<file path="src/rtl/lector_7seg_if.sv">
// lector_7seg_if: multiplexed 7-segment bus as seen by the readback checker.
//   master = display side (drives anodes/segments, reads recovered digits)
//   slave  = lector_7seg (samples the bus, reports decoded digits)
// Optional macro LECTOR_7SEG_CONTEO_ERR_EN adds the cuenta_err error counter.
interface lector_7seg_if #(
   parameter int N_DIGITS = 4
);
   localparam int IDX_W = (N_DIGITS > 1) ? $clog2(N_DIGITS) : 1;

   logic [N_DIGITS-1:0]   anodos;      // active-low anode selects
   logic [6:0]            segmentos;   // active-low segments, a = bit6 ... g = bit0
   logic [4*N_DIGITS-1:0] digitos;     // recovered nibbles, digit i at [4i+3:4i]
   logic [N_DIGITS-1:0]   validos;     // digit i holds a decoded value
   logic                  nuevo;       // one-cycle capture pulse
   logic [IDX_W-1:0]      indice;      // index of last captured digit
   logic                  error;       // one-cycle unknown-pattern pulse
`ifdef LECTOR_7SEG_CONTEO_ERR_EN
   logic [7:0]            cuenta_err;  // saturating count of error pulses

   modport master (output anodos, segmentos,
                   input  digitos, validos, nuevo, indice, error, cuenta_err);
   modport slave  (input  anodos, segmentos,
                   output digitos, validos, nuevo, indice, error, cuenta_err);
`else
   modport master (output anodos, segmentos,
                   input  digitos, validos, nuevo, indice, error);
   modport slave  (input  anodos, segmentos,
                   output digitos, validos, nuevo, indice, error);
`endif
endinterface

</file>
<file path="src/rtl/lector_7seg.sv">
// lector_7seg: watches a multiplexed active-low 7-segment bus and recovers the
// hex nibble shown on each digit once the {anodos,segmentos} pattern has been
// stable for STABLE_CYCLES extra samples. One capture per stable window.
// Optional macro LECTOR_7SEG_CONTEO_ERR_EN adds a saturating error counter.
module lector_7seg #(
   parameter int N_DIGITS      = 4,
   parameter int STABLE_CYCLES = 3
) (
   input  logic           clk,
   input  logic           rst,
   lector_7seg_if.slave   bus
);

   localparam int         IDX_W    = (N_DIGITS > 1) ? $clog2(N_DIGITS) : 1;
   localparam int         SAMPLE_W = N_DIGITS + 7;
   localparam logic [7:0] C_STABLE = 8'(STABLE_CYCLES);

   typedef enum logic [1:0] {
      ESPERA,     // idle after reset, no window seen yet
      CONTANDO,   // window open, counting identical samples
      CAPTURADO   // window already consumed
   } state_t;

   state_t                r_estado;
   logic [SAMPLE_W-1:0]   r_muestra;
   logic [7:0]            r_cnt;
   logic [4*N_DIGITS-1:0] r_digitos;
   logic [N_DIGITS-1:0]   r_validos;
   logic                  r_nuevo;
   logic                  r_error;
   logic [IDX_W-1:0]      r_indice;

   logic [SAMPLE_W-1:0]   w_entrada;
   logic                  w_igual;
   logic                  w_captura;
   logic                  w_conocido;
   logic                  w_blanco;
   logic [3:0]            w_nibble;
   logic [3:0]            w_num_bajos;
   logic [IDX_W-1:0]      w_pos;

   assign w_entrada = {bus.anodos, bus.segmentos};
   assign w_igual   = (w_entrada == r_muestra);
   assign w_blanco  = (bus.segmentos == 7'b111_1111);
   // The edge that brings cnt to STABLE_CYCLES while the window is open.
   assign w_captura = w_igual && (r_estado == CONTANDO) && (r_cnt == C_STABLE - 8'd1);

   // Segment pattern to nibble lookup; anything outside the table is unknown.
   always_comb begin
      // NOTE: every output gets a default first so no path can infer a latch.
      w_conocido = 1'b1;
      w_nibble   = 4'h0;
      case (bus.segmentos)
         7'b000_0001: w_nibble = 4'h0;
         7'b100_1111: w_nibble = 4'h1;
         7'b001_0010: w_nibble = 4'h2;
         7'b000_0110: w_nibble = 4'h3;
         7'b100_1100: w_nibble = 4'h4;
         7'b010_0100: w_nibble = 4'h5;
         7'b010_0000: w_nibble = 4'h6;
         7'b000_1111: w_nibble = 4'h7;
         7'b000_0000: w_nibble = 4'h8;
         7'b000_0100: w_nibble = 4'h9;
         7'b000_1000: w_nibble = 4'hA;
         7'b110_0000: w_nibble = 4'hB;
         7'b011_0001: w_nibble = 4'hC;
         7'b100_0010: w_nibble = 4'hD;
         7'b011_0000: w_nibble = 4'hE;
         7'b011_1000: w_nibble = 4'hF;
         default:     w_conocido = 1'b0;
      endcase
   end

   // Count low anodes and remember the position of the (last) low one.
   always_comb begin
      w_num_bajos = 4'd0;
      w_pos       = '0;
      for (int i = 0; i < N_DIGITS; i++) begin
         if (!bus.anodos[i]) begin
            w_num_bajos = w_num_bajos + 4'd1;
            w_pos       = IDX_W'(i);
         end
      end
   end

   // Stability window FSM plus the capture action on the digit registers.
   always_ff @(posedge clk or posedge rst) begin
      if (rst) begin
         r_estado  <= ESPERA;
         r_muestra <= '1;
         r_cnt     <= 8'd0;
         r_digitos <= '0;
         r_validos <= '0;
         r_nuevo   <= 1'b0;
         r_error   <= 1'b0;
         r_indice  <= '0;
      end else begin
         // NOTE: non-blocking assignments so every register sees pre-edge values.
         r_muestra <= w_entrada;
         r_nuevo   <= 1'b0;
         r_error   <= 1'b0;
         if (!w_igual) begin
            r_cnt    <= 8'd0;
            r_estado <= CONTANDO;
         end else begin
            if (r_cnt < C_STABLE) r_cnt <= r_cnt + 8'd1;
            if (w_captura) begin
               r_estado <= CAPTURADO;
               // Ghosted or blanked-out anodes give no usable digit.
               if (w_num_bajos == 4'd1) begin
                  if (w_conocido) begin
                     r_digitos[{w_pos, 2'b00} +: 4] <= w_nibble;
                     r_validos[w_pos]               <= 1'b1;
                     r_indice                       <= w_pos;
                     r_nuevo                        <= 1'b1;
                  end else if (w_blanco) begin
                     r_validos[w_pos] <= 1'b0;
                  end else begin
                     r_validos[w_pos] <= 1'b0;
                     r_indice         <= w_pos;
                     r_error          <= 1'b1;
                  end
               end
            end
         end
      end
   end

`ifdef LECTOR_7SEG_CONTEO_ERR_EN
   logic [7:0] r_cuenta_err;
   logic       w_err_captura;

   assign w_err_captura = w_captura && (w_num_bajos == 4'd1) && !w_conocido && !w_blanco;

   // Saturating count of unknown-pattern captures, cleared only by reset.
   always_ff @(posedge clk or posedge rst) begin
      if (rst) begin
         r_cuenta_err <= 8'd0;
      end else if (w_err_captura && (r_cuenta_err != 8'hFF)) begin
         r_cuenta_err <= r_cuenta_err + 8'd1;
      end
   end

   assign bus.cuenta_err = r_cuenta_err;
`endif

   assign bus.digitos = r_digitos;
   assign bus.validos = r_validos;
   assign bus.nuevo   = r_nuevo;
   assign bus.error   = r_error;
   assign bus.indice  = r_indice;

endmodule

</file>
<file path="src/flat_wrapper.sv">
// flat-port wrapper written by rule: the top's interface ports become plain ports
module lector_7seg_flat 
#(
   parameter int N_DIGITS      = 4,
   parameter int STABLE_CYCLES = 3
)
  (clk, rst, bus_anodos, bus_segmentos, bus_digitos, bus_validos, bus_nuevo, bus_indice, bus_error);
  lector_7seg_if #(.N_DIGITS(N_DIGITS)) bus_i ();
  input  logic clk;
  input  logic rst;
  input wire logic [$bits(bus_i.anodos)-1:0] bus_anodos;
  input wire logic [$bits(bus_i.segmentos)-1:0] bus_segmentos;
  output wire logic [$bits(bus_i.digitos)-1:0] bus_digitos;
  output wire logic [$bits(bus_i.validos)-1:0] bus_validos;
  output wire logic [$bits(bus_i.nuevo)-1:0] bus_nuevo;
  output wire logic [$bits(bus_i.indice)-1:0] bus_indice;
  output wire logic [$bits(bus_i.error)-1:0] bus_error;
  assign bus_i.anodos = bus_anodos;
  assign bus_i.segmentos = bus_segmentos;
  assign bus_digitos = bus_i.digitos;
  assign bus_validos = bus_i.validos;
  assign bus_nuevo = bus_i.nuevo;
  assign bus_indice = bus_i.indice;
  assign bus_error = bus_i.error;
  lector_7seg #(.N_DIGITS(N_DIGITS), .STABLE_CYCLES(STABLE_CYCLES)) u_core (.clk(clk), .rst(rst), .bus(bus_i));
endmodule
</file>
<file path="config.mk">
export PLATFORM = sky130hd
export DESIGN_NAME = lector_7seg_flat
export DESIGN_NICKNAME = d
export VERILOG_FILES = /design/src/rtl/lector_7seg_if.sv /design/src/rtl/lector_7seg.sv /design/src/flat_wrapper.sv
export SDC_FILE = /design/constraint.sdc
export NUM_CORES = 1
export LEC_CHECK = 0
export BUFFER_PORTS_ARGS = -buffer_cell sky130_fd_sc_hd__buf_4
export CAP_MARGIN = 10
export CORE_ASPECT_RATIO = 1.1
export CORE_MARGIN = 1.5
export CORE_UTILIZATION = 51
export DETAILED_ROUTE_END_ITERATION = 12
export GPL_ROUTABILITY_DRIVEN = 0
export PLACE_DENSITY = 0.8
export RECOVER_POWER = 25
export SLEW_MARGIN = 40
export SYNTH_ARGS = -nofsm -noshare
export SYNTH_HDL_FRONTEND = slang
export SYNTH_SLANG_ARGS = --single-unit
</file>
<file path="constraint.sdc">
create_clock -name clk -period 2.1 [get_ports clk]
set_clock_uncertainty 0.05 [all_clocks]
set_input_delay 0.105 -clock clk [delete_from_list [all_inputs] [get_ports clk]]
set_output_delay 0.105 -clock clk [all_outputs]
set_load 0.01 [all_outputs]
</file>
==> results of run 1 <==
==> registers in the layout, summed over array words and instances, names as in the netlist, named ones only <==
signal and flops:
u_core.r_estado 2, u_core.r_muestra 11, u_core.r_cnt 8, u_core.bus.indice 2, u_core.bus.digitos 16, u_core.bus.nuevo 1, u_core.bus.error 1
==> metrics by stage <==
stage	setup WS [ps]	hold WS, ps	total power (W)
detailed placement	-450	230	0.00114
finish	-168	38.9	0.00173
floorplan	-325	59.5	0.00105
CTS	-60.8	2.96	0.00169
global route	-271	27.3	0.00180
global placement	-382	230	0.00113
==> Yosys cell counts, types with 2 or more instances <==
| library cell | instances |
|---|---|
| a21o_1 | 2 |
| a21oi_1 | 4 |
| a31oi_1 | 2 |
| a41oi_1 | 2 |
| and2_1 | 7 |
| and4_1 | 2 |
| buf_2 | 8 |
| buf_6 | 3 |
| clkbuf_1 | 3 |
| dfrtp_1 | 34 |
| dfstp_2 | 11 |
| ha_1 | 5 |
| inv_1 | 12 |
| mux2_1 | 7 |
| mux2_2 | 7 |
| mux2_4 | 4 |
| nand2_1 | 12 |
| nand3_1 | 9 |
| nand3b_1 | 2 |
| nand4_1 | 6 |
| nor2_1 | 6 |
| nor2b_1 | 5 |
| nor3_1 | 3 |
| nor3b_1 | 4 |
| o21ai_0 | 7 |
| xnor2_1 | 14 |
==> routing by layer <==
layer / vias to the layer above / wire (µm)
li1: 912 / -
met1: 1010 / 2550
met2: 82 / 3440
met3: 17 / 314
met4: 0 / 223
met5: - / 0
==> how the worst min path moves through the flow <==
stage                      from                             to  slack, ps  cells after the start
2_1_floorplan  bus_segmentos[0]  u_core.r_muestra[0]$_DFF_PP1_         60                      0
3_3_place_gp                rst    u_core.r_cnt[5]$_DFFE_PP0P_        230                      3
3_5_place_dp   bus_segmentos[4]  u_core.r_muestra[4]$_DFF_PP1_        230                      1
4_1_cts        bus_segmentos[2]  u_core.r_muestra[2]$_DFF_PP1_          3                      2
5_1_grt           bus_anodos[2]  u_core.r_muestra[9]$_DFF_PP1_         30                      2
6_report       bus_segmentos[1]  u_core.r_muestra[1]$_DFF_PP1_         40                      2
==> area by class of cell <==
class	instances	area, µm²
clock inverter	3	21.3
tap	54	67.6
inverter	12	60.1
sequential	45	1140
timing repair buffer	98	708
clock buffer	5	68.8
multi-input combinational	138	1270
fill	255	1010
==> cells by family after synthesis <==
logic type	Yosys count	synth area share
adder cells (fa/ha/maj)	5	0.0268
multiplexers	19	0.0975
flip-flops	45	0.488
AND/OR/NAND/NOR	70	0.188
AO/OA/AOI/OAI	29	0.0874
buffers and inverters	26	0.0557
XOR/XNOR	15	0.0563
==> worst max-delay path: stages (launching register included) <==
cell	delay, ps
dfrtp_1	440
nor4_4	370
nand4_1	190
nor3_2	160
buf_4	140
nand3_4	70
or3b_4	430
mux2_4	320
==> what timing repair did <==
| item | in CTS | in global routing |
|---|---|---|
| endpoints found under the setup margin | 14 | 20 |
| cloned | 0 | 0 |
| pin swaps | 10 | 10 |
| endpoints found under the hold margin | 38 | 0 |
| setup buffers | 8 | 7 |
| hold buffers | 5 | 0 |
| gates resized for setup | 9 | 27 |
==> power breakdown <==
part / internal [W] / total (W) / switching [W]
combinational: 0.000139 / 0.000288 / 0.000149
sequential: 0.000885 / 0.000892 / 0.00000614
clock: 0.000236 / 0.000553 / 0.000317
total: 0.00126 / 0.00173 / 0.000472
==> results.yml, run 1 <==
min_path:
  hp-class: "primary input to flip-flop"
clock_tree:
  cts_tree: "built"
  insertion_delay_ps: 300
  clk_pin_slew_ps: 90
  cts_max_level: 2
  cts_made_buffers: 5
  clk_path_buf_depth: 2
  root_buffer: "clkbuf_8"
  cts.sinks: 45
worst_setup_path:
  arrival_ps: 2420
  crit_required_ps: 2250
  r2r_slack_ps: -170
  r2r_end: "u_core.bus.digitos[12]$_DFFE_PP0P_"
  crit_start: "u_core.r_cnt[2]$_DFFE_PP0P_"
  critPathLaunchType: "flip-flop"
  r2r-start: "u_core.r_cnt[2]$_DFFE_PP0P_"
  path_max_fanout: 5
  crit_end: "u_core.bus.digitos[12]$_DFFE_PP0P_"
  endpoint_kind: "flip-flop"
  r2r_cells: 7
  path_class: "flip-flop to flip-flop"
synthesis:
  synthFlopType: "dfrtp_1"
  syn_area_per_cell_um2: 11.2
  synthDistinctLibCells: 54
  yosys.area.top_type_share: 0.364
  ys_seq_elements: 45
  synth_edf_count: 0
  syn_area_um2: 2330
  yosysSeqAreaShare: 0.488
  async_flop_share: 1.00
  synth_cells: 209
  syn-num-nets: 227
  yosysWarnings: 0
  netlist_top_cells_area: "dfrtp_1 (36%), dfstp_2 (12%), xnor2_1 (5.3%)"
  yosysTopAreaCell: "dfrtp_1"
placed_design:
  hpwl_um: 3800
  placed_cells: 330
  dpl_cell_area_um2: 3010
  io_buffer_count: 36
routing:
  drc: 0
  drtPass1Iterations: 4
  avgViaCountPerCell: 5.69
  vias: 2021
  wl_um: 6530
  wl_per_cell_um: 18.4
  dr.first_iter.drc_count: 296
  detail-route-antenna-nets: 0
floorplanning:
  die_w_um: 67.5
  dieArea_um2: 4990
  rows: 25
  initial_core_util: 0.537
  core_um2: 4350
  io_pins: 37
  fp.dieH_um: 74.0
pwr:
  power_density_nw_per_um2: 519
  cellLeakagePower_nw: 1.59
  max-vdd-ir-drop_uv: 344
grt:
  grt_max_degree: 46
  gr-total-overflow: 0
  grt_antenna_before_repair: 0
  grt_use_total: 0.250
  use_met2: 0.423
  met1_usage: 0.307
  grt_pass1_vias: 1931
  grt.busiest_layer: "met2"
  grt_pass1_wl_um: 9220
  gr-usage-met3: 0.0530
layout:
  postLayoutCellArea_um2: 3340
  drive_gt1_frac: 0.462
  final_cell_mix: "buf_4 (62), dfrtp_1 (34), clkbuf_1 (22), mux2_4 (14), nand2_1 (12)"
  nets: 318
  layout.cells.non_filler: 355
  postLayoutCoreUtil: 0.767
  insertedDiodeCount: 0
  final_common_cell: "buf_4"
  syn2layout_area_growth_pct: 42.9
status:
  violations: "setup timing"
  outcome: "complete, but fails checks"
sta:
  max_freq_mhz: 441
  setup_tns_ps: -2080
  finalHoldViolCount: 0
  setup_ws_ps: -168
  slew_violations: 0
  rsz0062_at_grt: "true"
  worst_pin_slew_ps: 679
  slew-limit-headroom: 0.547
  fin_crit_sh: 1.08
  setup_viol: 20
  post-route-min-period_ps: 2270
run:
  cap_violations: 0
(Power assumes the default switching activity.)
==> run 2, diff against run 1 <==
--- a/config.mk
+++ b/config.mk
@@ -9,12 +9,12 @@
 export CAP_MARGIN = 10
 export CORE_ASPECT_RATIO = 1.1
 export CORE_MARGIN = 1.5
-export CORE_UTILIZATION = 51
+export CORE_UTILIZATION = 30
 export DETAILED_ROUTE_END_ITERATION = 12
 export GPL_ROUTABILITY_DRIVEN = 0
-export PLACE_DENSITY = 0.8
+export PLACE_DENSITY = 0.53
 export RECOVER_POWER = 25
-export SLEW_MARGIN = 40
+export SLEW_MARGIN = 20
 export SYNTH_ARGS = -nofsm -noshare
 export SYNTH_HDL_FRONTEND = slang
 export SYNTH_SLANG_ARGS = --single-unit
==> run 2 against run 1 <==
Net effect: the flow still finishes with violations (setup timing); combinational power down 15%; clock-buffer cell count up 3; die area up 67%; sequential share of layout area up 0.48 points; first-iteration DRC count down 78%; final area down 1.4%; setup slack better by 130 ps; sequential cell count unchanged; global-route usage down 11 points; via count down 8.4%; sequential power about the same; power up 1.7%; critical endpoint is now u_core.bus.digitos[2]$_DFFE_PP0P_.
==> results.yml, run 2 (synthesis gave the netlist of run 1 again) <==
routing:
  drtPass1Iterations: 4
  wl_um: 5380
  vias: 1851
  avgViaCountPerCell: 4.60
  wl_per_cell_um: 13.4
  detail-route-antenna-nets: 0
  dr.first_iter.drc_count: 64
  drc: 0
sta:
  setup_tns_ps: -416
  max_freq_mhz: 467
  post-route-min-period_ps: 2140
  worst_pin_slew_ps: 1100
  setup_viol: 13
  finalHoldViolCount: 0
  setup_ws_ps: -41.2
  rsz0062_at_grt: "true"
  slew-limit-headroom: 0.265
  slew_violations: 0
  fin_crit_sh: 1.02
layout:
  drive_gt1_frac: 0.428
  insertedDiodeCount: 0
  nFillCells: 769
  largest_register_ffs: 16
  layout.cells.non_filler: 402
  nets: 314
  final_cell_mix: "buf_4 (62), dfrtp_1 (34), clkbuf_1 (22), mux2_4 (14), xnor2_1 (13)"
  postLayoutCellArea_um2: 3290
  final_common_cell: "buf_4"
  syn2layout_area_growth_pct: 40.9
  postLayoutCoreUtil: 0.438
pwr:
  power_density_nw_per_um2: 536
  cellLeakagePower_nw: 1.56
  max-vdd-ir-drop_uv: 238
floorplanning:
  io_pins: 37
  dieArea_um2: 8320
  die_w_um: 87.1
  fp.dieH_um: 95.5
  initial_core_util: 0.311
  core_um2: 7510
  rows: 33
placed_design:
  dp_slack_ps: -502
  placed_cells: 385
  hpwl_um: 4040
  io_buffer_count: 36
  dpl_cell_area_um2: 3100
worst_setup_path:
  crit_required_ps: 2230
  cp_common_cell: "buf_4"
  path_class: "primary input to flip-flop"
  cp_cell_sequence: "clkbuf_1 -> buf_4 -> nor4b_2 -> nand4_1 -> o31ai_1 -> a2111o_2 -> buf_4 -> and4_4 -> buf_6 -> mux2_4"
  path_max_fanout: 13
  arrival_ps: 2270
  cp_slowest_cell: "a2111o_2"
  critPathLaunchType: "primary input"
  slowest_delay_ps: 480
  endpoint_kind: "flip-flop"
min_path:
  hp-class: "primary input to flip-flop"
grt:
  grt_pass1_vias: 1929
  grt_pass1_wl_um: 9210
  grt_use_total: 0.142
  gr-total-overflow: 0
  grt_max_degree: 46
  grt_antenna_before_repair: 0
clock_tree:
  clk_pin_slew_ps: 80
  cts_max_level: 2
  cts_made_buffers: 5
  cts.sinks: 45
  clk_path_buf_depth: 2
  cts_tree: "built"
  insertion_delay_ps: 300
  root_buffer: "clkbuf_8"
status:
  violations: "setup timing"
  outcome: "complete, but fails checks"
run:
  cap_violations: 0
-- run 2: changes by cell type in the layout (fill, tap and decap cells not counted), moves of 2 or more --
cell     delta
xnor2_2     -2
buf_6       -2
xnor2_1     +3
inv_2       -2
ha_1        +2
-- run 2: area by class of cell --
type	count	area, µm²	area share
sequential	45	1140	0.347
tap	105	131	0.0399
clock buffer	8	111	0.0339
inverter	12	60.1	0.0183
multi-input combinational	138	1180	0.359
timing repair buffer	94	664	0.202
-- run 2: worst paths after layout --
path,from,endpoint,slack [ps],depth (start not counted)
max,bus_segmentos[3],u_core.bus.digitos[2]$_DFFE_PP0P_,-40,10
min,bus_anodos[2],u_core.r_muestra[9]$_DFF_PP1_,30,2
max reg2reg,u_core.r_muestra[7]$_DFF_PP1_,u_core.bus.digitos[5]$_DFFE_PP0P_,-40,7
min reg2reg,u_core.r_cnt[6]$_DFFE_PP0P_,u_core.r_cnt[6]$_DFFE_PP0P_,440,1
max in group asynchronous,rst,u_core.bus.digitos[4]$_DFFE_PP0P_,670,4
min in group asynchronous,rst,u_core.r_cnt[1]$_DFFE_PP0P_,660,4
-- run 2: per-layer routing --
metal,track usage,wire (µm),up-vias,part of all wire
met5,0,0,-,0
met4,0.0423,70,0,0.013
met3,0.0294,166,8,0.031
met2,0.240,2620,26,0.49
met1,0.184,2520,910,0.47
li1,-,-,907,-
-- run 2: timing repair --
| action | CTS | global route |
|---|---|---|
| setup endpoints to repair | 14 | 19 |
| hold buffers | 4 | 0 |
| setup buffers | 5 | 1 |
| gates resized for setup | 16 | 2 |
| endpoints found under the hold margin | 37 | 0 |
| pin swaps | 9 | 1 |
-- run 2: worst max-delay path, delay by kind of cell --
family	cells	cell delay [ps]
buf+inv	4	940
compound gates	2	590
simple gates	3	350
mux	1	290
-- run 2: through the flow --
step	hold slack, ps	power [W]
floorplan	59.5	0.00105
global placement	237	0.00114
detailed placement	237	0.00114
CTS	16.2	0.00179
global route	19.6	0.00186
finish	30.1	0.00176
-- run 2: power breakdown --
part           total, W  internal (W)  switching, W
Combinational  0.000245      0.000117      0.000128
Sequential     0.000890      0.000885    0.00000468
Clock          0.000628      0.000340      0.000288
Total           0.00176       0.00134      0.000420
